File: src/rtl/ami_axi_write_bridge_pkg.sv
`default_nettype none
// ---------------------------------------------------------------------------
// ami_axi_write_bridge_pkg : shared AXI and cache-line constants for the bridge
// Revision 1.0
// ---------------------------------------------------------------------------
package ami_axi_write_bridge_pkg;

  localparam int         LINE_BYTES     = 64;
  localparam int         LINE_OFFSET_W  = $clog2(LINE_BYTES);
  localparam int         AXI_ID_W       = 4;
  localparam logic [2:0] AXI_SIZE_64B   = 3'b110;
  localparam logic [1:0] AXI_RESP_OKAY  = 2'b00;
  localparam logic [1:0] AXI_BURST_INCR = 2'b01;

endpackage
`default_nettype wire

File: src/rtl/ami_axi_write_bridge.sv
`default_nettype none
// ---------------------------------------------------------------------------
// ami_axi_write_bridge : single-line AXI4 write issuer with B-response credits
// Revision 1.0
// ---------------------------------------------------------------------------
module ami_axi_write_bridge
  import ami_axi_write_bridge_pkg::*;
#(
  parameter int MAX_OUTSTANDING = 16,
  parameter int ADDR_W          = 64,
  parameter int DATA_W          = 512
) (
  input  logic                  clk,
  input  logic                  rst_n,
  input  logic                  req_valid,
  input  logic [ADDR_W-1:0]     req_addr,
  input  logic [DATA_W-1:0]     req_data,
  output logic                  req_grant,
  output logic                  axi_awvalid,
  input  logic                  axi_awready,
  output logic [ADDR_W-1:0]     axi_awaddr,
  output logic [AXI_ID_W-1:0]   axi_awid,
  output logic [7:0]            axi_awlen,
  output logic [2:0]            axi_awsize,
  output logic [1:0]            axi_awburst,
  output logic                  axi_wvalid,
  input  logic                  axi_wready,
  output logic [DATA_W-1:0]     axi_wdata,
  output logic [DATA_W/8-1:0]   axi_wstrb,
  output logic                  axi_wlast,
  input  logic                  axi_bvalid,
  output logic                  axi_bready,
  input  logic [1:0]            axi_bresp,
  output logic                  axi_arvalid,
  output logic [ADDR_W-1:0]     axi_araddr,
  output logic [AXI_ID_W-1:0]   axi_arid,
  output logic [7:0]            axi_arlen,
  output logic [2:0]            axi_arsize,
  output logic [1:0]            axi_arburst,
  output logic                  axi_rready,
  output logic [7:0]            outstanding,
  output logic                  idle,
  output logic                  err_sticky,
  input  logic                  err_clear
);

  localparam logic [7:0] MAX_CNT = 8'(MAX_OUTSTANDING);

  logic              aw_pend_q, aw_pend_d;
  logic              w_pend_q,  w_pend_d;
  logic [ADDR_W-1:0] addr_q,    addr_d;
  logic [DATA_W-1:0] data_q,    data_d;
  logic [7:0]        cnt_q,     cnt_d;
  logic              err_q,     err_d;

  logic accept;
  logic b_match;
  logic b_spurious;
  logic err_set;
  logic credit_ok;
  logic unused_addr_lsbs;

  assign unused_addr_lsbs = ^req_addr[LINE_OFFSET_W-1:0];

  // A response with nothing outstanding is not a credit; it only flags an error.
  assign b_match    = axi_bvalid && (cnt_q != 8'd0);
  assign b_spurious = axi_bvalid && (cnt_q == 8'd0);
  assign err_set    = b_spurious || (axi_bvalid && (axi_bresp != AXI_RESP_OKAY));

  // A returning B frees a credit in the same cycle, so a full bridge can still grant.
  assign credit_ok = (cnt_q < MAX_CNT) || b_match;
  assign req_grant = rst_n
                     && (!aw_pend_q || axi_awready)
                     && (!w_pend_q  || axi_wready)
                     && credit_ok;
  assign accept    = req_valid && req_grant;

  always_comb begin
    aw_pend_d = accept || (aw_pend_q && !axi_awready);
    w_pend_d  = accept || (w_pend_q  && !axi_wready);
    addr_d    = addr_q;
    data_d    = data_q;
    if (accept) begin
      addr_d = {req_addr[ADDR_W-1:LINE_OFFSET_W], {LINE_OFFSET_W{1'b0}}};
      data_d = req_data;
    end

    case ({accept, b_match})
      2'b10:   cnt_d = cnt_q + 8'd1;
      2'b01:   cnt_d = cnt_q - 8'd1;
      default: cnt_d = cnt_q;
    endcase

    if (err_set) begin
      err_d = 1'b1;
    end else if (err_clear) begin
      err_d = 1'b0;
    end else begin
      err_d = err_q;
    end
  end

  always_ff @(posedge clk) begin
    if (!rst_n) begin
      aw_pend_q <= 1'b0;
      w_pend_q  <= 1'b0;
      addr_q    <= '0;
      data_q    <= '0;
      cnt_q     <= 8'd0;
      err_q     <= 1'b0;
    end else begin
      aw_pend_q <= aw_pend_d;
      w_pend_q  <= w_pend_d;
      addr_q    <= addr_d;
      data_q    <= data_d;
      cnt_q     <= cnt_d;
      err_q     <= err_d;
    end
  end

  assign axi_awvalid = aw_pend_q;
  assign axi_awaddr  = addr_q;
  assign axi_awid    = '0;
  assign axi_awlen   = 8'd0;
  assign axi_awsize  = AXI_SIZE_64B;
  assign axi_awburst = AXI_BURST_INCR;

  assign axi_wvalid  = w_pend_q;
  assign axi_wdata   = data_q;
  assign axi_wstrb   = '1;
  assign axi_wlast   = 1'b1;

  assign axi_bready  = 1'b1;

  assign axi_arvalid = 1'b0;
  assign axi_araddr  = '0;
  assign axi_arid    = '0;
  assign axi_arlen   = 8'd0;
  assign axi_arsize  = 3'd0;
  assign axi_arburst = 2'd0;
  assign axi_rready  = 1'b0;

  assign outstanding = cnt_q;
  assign err_sticky  = err_q;
  assign idle        = !rst_n || (!aw_pend_q && !w_pend_q && (cnt_q == 8'd0));

endmodule
`default_nettype wire

File: config.mk
export PLATFORM = sky130hd
export DESIGN_NAME = ami_axi_write_bridge
export DESIGN_NICKNAME = d
export VERILOG_FILES = /design/src/rtl/ami_axi_write_bridge_pkg.sv /design/src/rtl/ami_axi_write_bridge.sv
export SDC_FILE = /design/constraint.sdc
export NUM_CORES = 1
export LEC_CHECK = 0
export ABC_AREA = 0
export BUFFER_PORTS_ARGS = -buffer_cell sky130_fd_sc_hd__buf_4
export CAP_MARGIN = 20
export CORE_AREA = 2 2 521 523
export DETAILED_ROUTE_END_ITERATION = 8
export DIE_AREA = 0 0 523 525
export PLACE_DENSITY_LB_ADDON = 0.15
export SETUP_SLACK_MARGIN = 0.4
export SLEW_MARGIN = 5
export SYNTH_ARGS = -nofsm -noshare
export SYNTH_HDL_FRONTEND = slang
export SYNTH_SLANG_ARGS = --single-unit
File: constraint.sdc
create_clock -name clk -period 5.3 [get_ports clk]
set_input_delay 1.06 -clock clk [delete_from_list [all_inputs] [get_ports clk]]
set_output_delay 1.06 -clock clk [all_outputs]
set_load 0.02 [all_outputs]
# Word level (Yosys, flattened, before mapping)
# Index checks and enable logic that the tools add are counted.
# totals
reg_bits	581
in_bits	585
out_inout_bits	755
# op_classes
add_sub_neg	2
order_cmp	1
n_eq_ne	2
n_mux	3
reduce_logical	28
# op_table
op	n
$pmux W8 S2	1
$logic_and A1 B1 Y1	11
$add A8 B1 Y8 const B	1
$logic_not A8 Y1	1
$lt A8 B5 Y1 const B	1
$reduce_bool A8 Y1	1
$sub A8 B1 Y8 const B	1
$logic_or A1 B1 Y1	7
$reduce_bool A2 Y1	3
$logic_not A1 Y1	5
$eq A2 B1 Y1 const B	1
$eq A2 B2 Y1 const B	1
$mux W1	2

# Longest topological paths before layout
# logic_depth
ltp_word	8
ltp_mapped	15
mapped_depth_nobuf	12

# Worst setup path after synthesis
# OpenSTA, ideal clock, no wires.
# synth_path
kind	input-to-reg
start	in rst_n
end	reg cnt_q[7] (netlist: outstanding[7])
arrival_time_ns	3.835
t_required_ns	5.185
setup_slack_ns	1.350
stages	14
n_path_buf	4
cell_sequence	clkbuf_1 -> o2111a_1 -> and2_1 -> buf_6 -> inv_4 -> buf_2 -> buf_2 -> ha_1 -> ha_1 -> nand2_1 -> nor3_1 -> mux2_2 -> and3_1 -> o21a_1
# synth_via
elab_chain_cells	6
elab_cells_between_ends	8
# synth_lines
element	line	source
start, declared	ami_axi_write_bridge.sv:14	input logic rst_n,
$logic_and A1 B1 Y1 (*)	ami_axi_write_bridge.sv:73	&& (!aw_pend_q || axi_awready)
$logic_and A1 B1 Y1 (*)	ami_axi_write_bridge.sv:74	&& (!w_pend_q || axi_wready)
$logic_and A1 B1 Y1 (*)	ami_axi_write_bridge.sv:75	&& credit_ok;
net req_grant	ami_axi_write_bridge.sv:18	output logic req_grant,
$logic_and A1 B1 Y1 (*)	ami_axi_write_bridge.sv:76	assign accept = req_valid && req_grant;
$eq A2 B1 Y1 / $eq A2 B2 Y1 (equally long branches)	ami_axi_write_bridge.sv:88	case ({accept, b_match})
$pmux W8 S2 / $reduce_bool A2 Y1 (equally long branches)	-	
end signal, assigned	ami_axi_write_bridge.sv:116	cnt_q <= cnt_d;
end, declared	ami_axi_write_bridge.sv:53	logic [7:0] cnt_q, cnt_d;
# The timed path passes the listed nets; every way through them passes the cells marked *.
# A chain may end at the register's enable or synchronous reset.

# Worst setup path after layout
# layout_path
start	reg cnt_q[4] (netlist: outstanding[4])
end	reg cnt_q[7] (netlist: outstanding[7])
# layout_via
elab_chain_cells	7
elab_cells_between_ends	12
# layout_lines
element
branches (longest 7 deep; another with $lt A8 B5 Y1)
# Parallel ways; which one is timed is not known.

==> results.md <==
- Status: finished clean
- Crit Path Category: register to register
- Antenna violations before repair: 98
- Clock Tree Root: clkbuf_16
- Antenna Violating Nets Remaining: 0
- Max Cap Viol: 0
- Max Clk Rate: 287 MHz
- Vias: 22200
- Nets: 4411
- Hold Path Origin: axi_wdata[343]
- Post-CTS setup buffer count: 0
- Vias/cell: 2.98
- TNS Setup: 0 ps
- Hpwl dp: 121000 um
- Final clock period utilization by the worst path: 65.8%
- Core area: 0.269 mm^2
- Yosys Warn Count: 0
- # fillers: 31100
- Clock power frac: 40.6%
- Most frequent cells in the layout: buf_4, nand2_1, dfxtp_1, a21boi_1, a21boi_0
- Die area: 0.275 mm^2
- HP Class: register to register
- Min Clock Period, post-route: 3490 ps
- Crit end category: register
- CP max-delay cell: ha_1
- RSZ-0062 raised after global routing: false
- Syn-to-layout area delta: 63.9%
- Synth Area per Inst: 8.45 um^2
- Cell leakage power: 15.4 nW
- Cts repair resizes: 0
- Slew HR: 18.6%
- Reg2reg start: outstanding[4]
- Final hold vios: 0
- Worst Path Required: 5920 ps
- Grt ovf: 0
- Cell area after synthesis: 0.0231 mm^2
- CTS tree: done
- CTS Buffer Depth: 3
- Final wirelength: 154000 um
- Switch share: 35.2%
- Clk_skew: 34.8 ps
- Tot GR Track Use: 10.7%
- Worst Hold Depth: 2
- Vias in the first global route: 22200
- Reg clk slew, reported paths: 60 ps
- DR DRC count: 0
- Cells after synthesis: 2739
- Max stage delay on crit path: 460 ps
- Fin. max-slew vios: 0
- Distinct cells, synth: 42
- Clk sinks: 581
- Net Sw Power: 5.39 mW
- Post-synth top area share: 50.3%
- I/O pins: 1340
- Share of post-route cells with drive strength above 1: 34.1%
- First-pass DRT Iterations: 5
- Max FO, Critical Path: 35
- CTS Hold Bufs: 0
- Initial drt markers: 916
- First-pass GRT wire length: 203000 um
- Commonest non-fill, non-tap cell in the layout: buf_4
- Reg power frac: 33.5%
- Worst Path Arrival: 4100 ps
- Largest net degree at the start of global routing: 173
- VDD IR-drop max: 0.000247 V
- Reg2reg end: outstanding[7]
- Gpl congestion: 0.807
- Area of the multi-input gates: 0.00975 mm^2
- Crit path top cell by count: ha_1
- Initial Util: 8.59%
- FP Rows: 191
- Port Buffers: 1161
- Die Y: 525 um
- Wire length per cell: 20.5 um
- Final setup viols: 0
- Htree depth: 3
- Yosys reg bits: 581
- Seq/Total Area, Yosys: 50.3%
- Reg2reg setup slack: 1810 ps
- Logic pwr share: 25.9%
- Area leader, netlist: dfxtp_1
- Power Density: 404 mW/mm^2
- Die width: 523 um
- WHS Endpoint: axi_wdata[343]
- Pre-CTS WS: 1240 ps
- Crit path cell chain: nor4_2, o2111a_1, and2_4, inv_16, ha_1, ha_1, nand2_1, nor3_1, mux2_2, and3_1, o21a_1
- Total CTS buffers: 88
- Worst-Skew Late Latency: 730 ps
- Final worst slack: 1810 ps
- R2r worst-path depth: 11
- P_int: 9.93 mW
- Slew @ Worst Pin: 1220 ps
- Startpoint Class: register
- Synth area leaders: dfxtp_1, nand2_1, a21boi_1
- Reg area: 0.0116 mm^2
==> cell families (layout without fill, tap and decap cells) <==
kind of cell	Yosys count	count (layout)	share of synthesized area (%)
other cells	2	198	0.0325
fa+ha+maj	8	8	0.465
simple gates	1178	1178	19.4
buf+inv	369	1337	10.3
compound gates	597	597	19.3
xor+xnor	3	3	0.114
flops	581	581	50.3
mux	1	1	0.0487
==> stage by stage <==
step | area (um^2) | power (mW) | std cells | hold slack, ps | utilization (%)
3_3_place_gp | 34900 | 9.36 | 7298 | 442 | 12.9
5_1_grt | 37900 | 16.3 | 7448 | 468 | 14.1
3_5_place_dp | 34900 | 9.36 | 7298 | 446 | 12.9
4_1_cts | 37900 | 15.9 | 7447 | 453 | 14.1
2_1_floorplan | 23800 | 7.42 | 2909 | 532 | -
6_report | 37900 | 15.3 | 7473 | 449 | 14.1
==> synthesized netlist by cell type (all sizes together) <==
master     n
xnor2      1
nand2b     3
o31ai      2
mux2       1
fa         1
nor3b      2
a21boi   572
and2       7
inv        4
nor2b      3
dfxtp    581
nand3      2
nor3       3
buf      281
conb       2
o21bai     1
o21a       4
xor2       2
nor2       3
nor4       2
o211ai     2
and4b      1
a21o       2
ha         7
o2111a     1
nand2   1149
or3b       1
a21oi      5
and3       1
nor4b      1
a31oi      2
clkbuf    84
a311o      1
o21ai      4
a211oi     1
==> critical path: cells and delay by family, from the launching register on <==
kind / cells / cell delay [ps]
simple gates: 5 / 1260
fa+ha+maj: 2 / 830
compound gates: 2 / 440
mux: 1 / 380
flops: 1 / 360
buf+inv: 1 / 110
==> power groups by stage <==
| stage | Clock (mW) | Combinational, mW | Sequential [mW] |
|---|---|---|---|
| finish | 6.21 | 3.97 | 5.13 |
| CTS | 6.57 | 4.14 | 5.14 |
| floorplan | 0 | 1.69 | 5.73 |
| global placement | 0 | 4.15 | 5.21 |
| detailed placement | 0 | 4.14 | 5.23 |
| global route | 6.70 | 4.37 | 5.19 |
==> sequential cells by signal (all words and copies together), names as in the netlist <==
register,count
axi_awvalid,1
outstanding,8
err_sticky,1
axi_awaddr,58
axi_wdata,512
axi_wvalid,1
==> routing by layer <==
layer / global-route usage [%] / wire, um
met1: 12.4 / 62900
met2: 16.7 / 66800
met3: 6.45 / 20400
met4: 2.66 / 2990
met5: 0 / 426
==> area by class of cell <==
cell class	instances	area share [%]
sequential	581	30.7
multi-input combinational	1959	25.7
timing repair buffer	1184	23.7
tap	3570	11.8
clock buffer	127	6.89
clock inverter	22	1.02
antenna	26	0.172
inverter	4	0.0825
==> worst max path at each step <==
stage	slack, ps	startpoint	endpoint	cells after the start
final	1810	outstanding[4]	outstanding[7]	11
after global placement	1250	axi_awready	axi_wdata[197]	9
after floorplan	1350	rst_n	outstanding[7]	14
after detailed placement	1240	axi_awready	axi_wdata[199]	9
after global routing	1510	outstanding[4]	outstanding[7]	11
after CTS	1700	outstanding[4]	outstanding[7]	11
(Power assumes the default switching activity.)
